==> src/rtl/mux_pkg.sv <==
// Shared constants and elaboration helpers for the pipelined radix-4 word mux tree.
package mux_pkg;

  localparam int MAX_SEL_W = 8;

  // Number of radix-4 levels needed to resolve a select of width sel_w.
  function automatic int levels(input int sel_w);
    return sel_w / 2;
  endfunction

  // Legal select widths: even, 2..MAX_SEL_W.
  function automatic bit sel_w_ok(input int sel_w);
    return (sel_w >= 2) && (sel_w <= MAX_SEL_W) && ((sel_w % 2) == 0);
  endfunction

endpackage

==> src/rtl/mux_4w.sv <==
// Combinational 4:1 word multiplexer; one leaf of a mux-tree level.
module mux_4w #(
  parameter int WIDTH = 32
) (
  input  logic [4*WIDTH-1:0] d_i,
  input  logic [1:0]         sel_i,
  output logic [WIDTH-1:0]   y_o
);

  always_comb begin
    y_o = d_i[0 +: WIDTH];
    case (sel_i)
      2'd0: y_o = d_i[0*WIDTH +: WIDTH];
      2'd1: y_o = d_i[1*WIDTH +: WIDTH];
      2'd2: y_o = d_i[2*WIDTH +: WIDTH];
      2'd3: y_o = d_i[3*WIDTH +: WIDTH];
      default: y_o = d_i[0 +: WIDTH];
    endcase
  end

endmodule

==> src/rtl/mux_tree_pipe.sv <==
// Pipelined N:1 word mux: SEL_W/2 radix-4 levels, each followed by a register stage
// carrying surviving words, leftover select bits, tag and valid; supports stall and flush.
module mux_tree_pipe
  import mux_pkg::*;
#(
  parameter int WIDTH = 32,
  parameter int SEL_W = 4,
  parameter int TAG_W = 5
) (
  input  logic                        clk,
  input  logic                        rst,
  input  logic [(2**SEL_W)*WIDTH-1:0] in_data,
  input  logic [SEL_W-1:0]            in_sel,
  input  logic                        in_valid,
  input  logic [TAG_W-1:0]            in_tag,
  input  logic                        stall,
  input  logic                        flush,
  output logic [WIDTH-1:0]            out_data,
  output logic [TAG_W-1:0]            out_tag,
  output logic                        out_valid
);

  localparam int N      = 2**SEL_W;
  localparam int LEVELS = levels(SEL_W);

  if (!sel_w_ok(SEL_W)) begin : g_bad_sel_w
    $error("mux_tree_pipe: SEL_W=%0d must be even and within 2..%0d", SEL_W, MAX_SEL_W);
  end

  // Payload registers only move when the stage advances and the incoming entry is live,
  // so the output word survives bubbles and flushes.
  logic adv;
  assign adv = ~stall & ~flush;

  genvar gi, gj;
  for (gi = 0; gi < LEVELS; gi++) begin : g_lvl
    localparam int NIN  = N >> (2*gi);
    localparam int NOUT = NIN / 4;
    localparam int SIN  = SEL_W - 2*gi;

    logic [NIN*WIDTH-1:0]  data_in;
    logic [SIN-1:0]        sel_in;
    logic [TAG_W-1:0]      tag_in;
    logic                  valid_in;

    logic [NOUT*WIDTH-1:0] data_d;
    logic [NOUT*WIDTH-1:0] data_q;
    logic [TAG_W-1:0]      tag_q;
    logic                  valid_d;
    logic                  valid_q;
    logic                  load;

    if (gi == 0) begin : g_src
      assign data_in  = in_data;
      assign sel_in   = in_sel;
      assign tag_in   = in_tag;
      assign valid_in = in_valid;
    end else begin : g_src
      assign data_in  = g_lvl[gi-1].data_q;
      assign sel_in   = g_lvl[gi-1].g_fwd.sel_q;
      assign tag_in   = g_lvl[gi-1].tag_q;
      assign valid_in = g_lvl[gi-1].valid_q;
    end

    for (gj = 0; gj < NOUT; gj++) begin : g_mux
      mux_4w #(.WIDTH(WIDTH)) u_mux (
        .d_i   (data_in[gj*4*WIDTH +: 4*WIDTH]),
        .sel_i (sel_in[1:0]),
        .y_o   (data_d[gj*WIDTH +: WIDTH])
      );
    end

    assign load = adv & valid_in;

    always_comb begin
      valid_d = valid_q;
      if (flush) begin
        valid_d = 1'b0;
      end else if (!stall) begin
        valid_d = valid_in;
      end
    end

    always_ff @(posedge clk) begin
      if (rst) begin
        valid_q <= 1'b0;
      end else begin
        valid_q <= valid_d;
      end
    end

    always_ff @(posedge clk) begin
      if (rst) begin
        data_q <= '0;
        tag_q  <= '0;
      end else if (load) begin
        data_q <= data_d;
        tag_q  <= tag_in;
      end
    end

    // Select bits still needed by later levels; the last level consumes all of them.
    if (gi < LEVELS - 1) begin : g_fwd
      logic [SIN-3:0] sel_q;
      always_ff @(posedge clk) begin
        if (rst) begin
          sel_q <= '0;
        end else if (load) begin
          sel_q <= sel_in[SIN-1:2];
        end
      end
    end
  end

  assign out_data  = g_lvl[LEVELS-1].data_q;
  assign out_tag   = g_lvl[LEVELS-1].tag_q;
  assign out_valid = g_lvl[LEVELS-1].valid_q;

endmodule

==> config.mk <==
export PLATFORM = sky130hd
export DESIGN_NAME = mux_tree_pipe
export DESIGN_NICKNAME = d
export VERILOG_FILES = /design/src/rtl/mux_pkg.sv /design/src/rtl/mux_4w.sv /design/src/rtl/mux_tree_pipe.sv
export SDC_FILE = /design/constraint.sdc
export NUM_CORES = 1
export LEC_CHECK = 0
export CORE_AREA = 2 2 220 222
export DETAILED_ROUTE_END_ITERATION = 16
export DIE_AREA = 0 0 222 224
export PLACE_DENSITY_LB_ADDON = 0.08
export SKIP_LAST_GASP = 1
export SLEW_MARGIN = 0
export SYNTH_ARGS = -nofsm -noshare
export SYNTH_HDL_FRONTEND = slang
export SYNTH_HIERARCHICAL = 1
export SYNTH_SLANG_ARGS = --single-unit
==> constraint.sdc <==
create_clock -name clk -period 1.3 [get_ports clk]
set_input_delay 0.39 -clock clk [delete_from_list [all_inputs] [get_ports clk]]
set_output_delay 0.39 -clock clk [all_outputs]
set_load 0.02 [all_outputs]
==> flow_summary.toml <==
[cts]
h-tree-depth = 4
cts_hold_buffers = 0
clock_sink_count = 174
path_clk_slew_ps = 70
clk_path_buf_depth = 2
cts_tree = "done"
root_buffer = "clkbuf_16"
cts_buffers = 17
clk_latency_ps = 440

[synthesis]
synth-xor-area-share_pct = 0
synth_largest_area_cell = "dfxtp_1"
synth-seq-cells = 174
synthAdderAreaFrac_pct = 0
ys_warn_count = 6
synth-simple-area-share_pct = 18.4
synthMuxAreaShare_pct = 45.8
synth_top_area_share_pct = 29.6
synth_area_mm2 = 0.0118
yosysSeqAreaShare_pct = 29.6
syn_nets = 1471
synth_top_family_by_area = "multiplexers"
avgSynthCellArea_um2 = 12.4
synth_compound_area_share_pct = 0
synthTopCellsByArea = "dfxtp_1 (30%), mux4_2 (29%), nand2b_1 (18%), mux2i_1 (15%), buf_12 (2.6%)"
synthCells = 945
synthDistinctLibCells = 14

[sta]
layout_setup_ws_ps = -113
fin_crit_ps = 1410
final_hold_viol_count = 0
slew-limit-headroom_pct = 83.9
skew_ps = 7.06
report.final.setup_viol = 45
worst_pin_slew_ps = 242
period_share_pct = 109
max_clock_freq_mhz = 708
finalSetupTns_ps = -2190
rsz0062_at_grt = "true"
drv_slew = 0

[route]
first_iter_violations = 320
route.detailed.drc = 0
dr.pass1.iters = 4
routedWlPerCell_um = 19.8
num_vias = 9725
wl_um = 43500
vias_per_cell = 4.43
ant_nets = 0

[placement]
io_buffers = 563
dp_hpwl_um = 34000
place_congestion = 0.814
place_ws_ps = -661

[global_routing]
grt_max_degree = 74
grt_antenna_before_repair = 0
grt_usage_pct = 17.3
grt_overflow_total = 0
grt_pass1_vias = 10600
grt_pass1_wl_um = 64800

[setup_path]
cp-startpoint = "g_lvl[0].g_fwd.sel_q[0]"
crit_path_start_kind = "flop"
crit_chain = "buf_12 > mux4_2 > nand2b_1 > mux2i_1"
cp_max_fo = 17
slowest_stage = "mux4_2"
crit_type = "reg -> reg"
critical_path.endpoint_type = "flop"
crit_required_ps = 1620
r2r-start = "g_lvl[0].g_fwd.sel_q[0]"
path_buf_inv = 1
crit_family = "multiplexers"
max_stage_delay_ps = 550
cp_data_arrival_time_ps = 1730

[power_and_ir_drop]
comb_power_share_pct = 26.6
pwr-share-clk_pct = 36.3
p_int_mw = 11.6
vdd_drop_max_mv = 0.782
seqPwrFrac_pct = 37.1
power.density_mw_per_mm2 = 761
p_leak_nw = 7.06
p_sw_share_pct = 23.3
netSwitchingPower_mw = 3.50

[layout]
final_layout_size_suffix_gt1_share_pct = 25.4
syn_to_final_growth_pct = 68.4
n_fill_cell = 4493
nets = 2093
layout.cells.most_common_list = "clkdlybuf4s50_1 (519), nand2b_1 (336), mux2i_1 (174)"
mostFrequentLayoutCell = "clkdlybuf4s50_1"
antenna_cells = 0

[worst_hold_path]
hold_class = "in -> reg"
hp-start = "in_valid"

[floorplan]
ioPinCount = 564
row_count = 80
die_area_mm2 = 0.0497
die_w_um = 222
die_h_um = 224
initial_core_util_pct = 24.8
core_area_mm2 = 0.0473

[run_status]
violations = "negative setup slack"
outcome = "finished with violations"

[flow_run]
cap_viol_max_count = 0
==> worst reg2reg max path, stage by stage, from the launching register on <==
cell and delay (ps):
dfxtp_4 370, buf_12 190, mux4_2 580, nand2b_1 90, mux2i_1 60
==> power by group through the flow <==
stage,Combinational [mW],Sequential [mW],Clock [mW]
after floorplan,1.76,5.68,0
after global placement,3.88,5.72,0
after detailed placement,3.90,5.71,0
after CTS,4.07,5.59,5.69
after global routing,4.29,5.61,5.89
final,4.00,5.59,5.46
==> metal layers <==
metal / vias up / track usage (%) / part of all wire [%]
li1: 4698 / - / -
met1: 4717 / 21.0 / 42
met2: 285 / 31.4 / 52
met3: 25 / 3.75 / 4.9
met4: 0 / 3.84 / 1.3
met5: - / 0 / 0
==> cell families after synthesis <==
group / count (synthesis)
buffers and inverters: 93
and+or+nand+nor: 344
muxes: 334
DFF: 174
==> per-stage QoR <==
| step | total power [mW] | std cells | cell area, µm² | util (%) | hold slack (ps) |
|---|---|---|---|---|---|
| 4_1_cts | 15.3 | 2188 | 19700 | 41.6 | 373 |
| 3_3_place_gp | 9.59 | 2130 | 18500 | 39.1 | 454 |
| 3_5_place_dp | 9.61 | 2130 | 18500 | 39.1 | 460 |
| 2_1_floorplan | 7.44 | 945 | 11800 | - | 444 |
| 5_1_grt | 15.8 | 2195 | 19800 | 41.8 | 417 |
| 6_report | 15.1 | 2195 | 19800 | 41.8 | 411 |
==> flip-flops by register name, indices dropped and copies added, names as in the netlist <==
| register | flops |
|---|---|
| g_lvl.g_fwd.sel_q | 2 |
| out_data | 32 |
| out_valid | 1 |
| g_lvl.data_q | 128 |
| g_lvl.valid_q | 1 |
| out_tag | 5 |
| g_lvl.tag_q | 5 |
==> Yosys cell counts <==
cell type / instances
buf_12: 15
buf_2: 23
buf_4: 8
buf_6: 11
clkbuf_1: 36
dfxtp_1: 174
mux2i_1: 174
mux4_1: 10
mux4_2: 150
nand2b_1: 339
nor3_1: 2
nor3b_1: 1
nor3b_2: 1
or3b_1: 1
==> final timing paths <==
path                          to  slack (ps)  cells past startpoint
max                 out_data[12]        -110                      4
min reg2reg  g_lvl[0].data_q[97]         470                      2
min             g_lvl[0].valid_q         410                      3
max reg2reg         out_data[12]        -110                      4
==> layout make-up <==
cell class                 instances  area, µm²  share of cell area (%)
timing repair buffer             696       7310                    36.9
multi-input combinational        678       7570                    38.2
clock inverter                    12        169                   0.853
tap                              615        769                    3.89
clock buffer                      20        447                    2.26
sequential                       174       3540                    17.9
==> timing repair <==
action / in CTS / in global routing
hold endpoints to repair: 0 / 0
buffers inserted: 20 / 8
gates cloned: 7 / 1
resized for setup: 196 / 21
pin swaps: 1 / 1
setup endpoints to repair: 207 / 153
(Power assumes the default switching activity.)
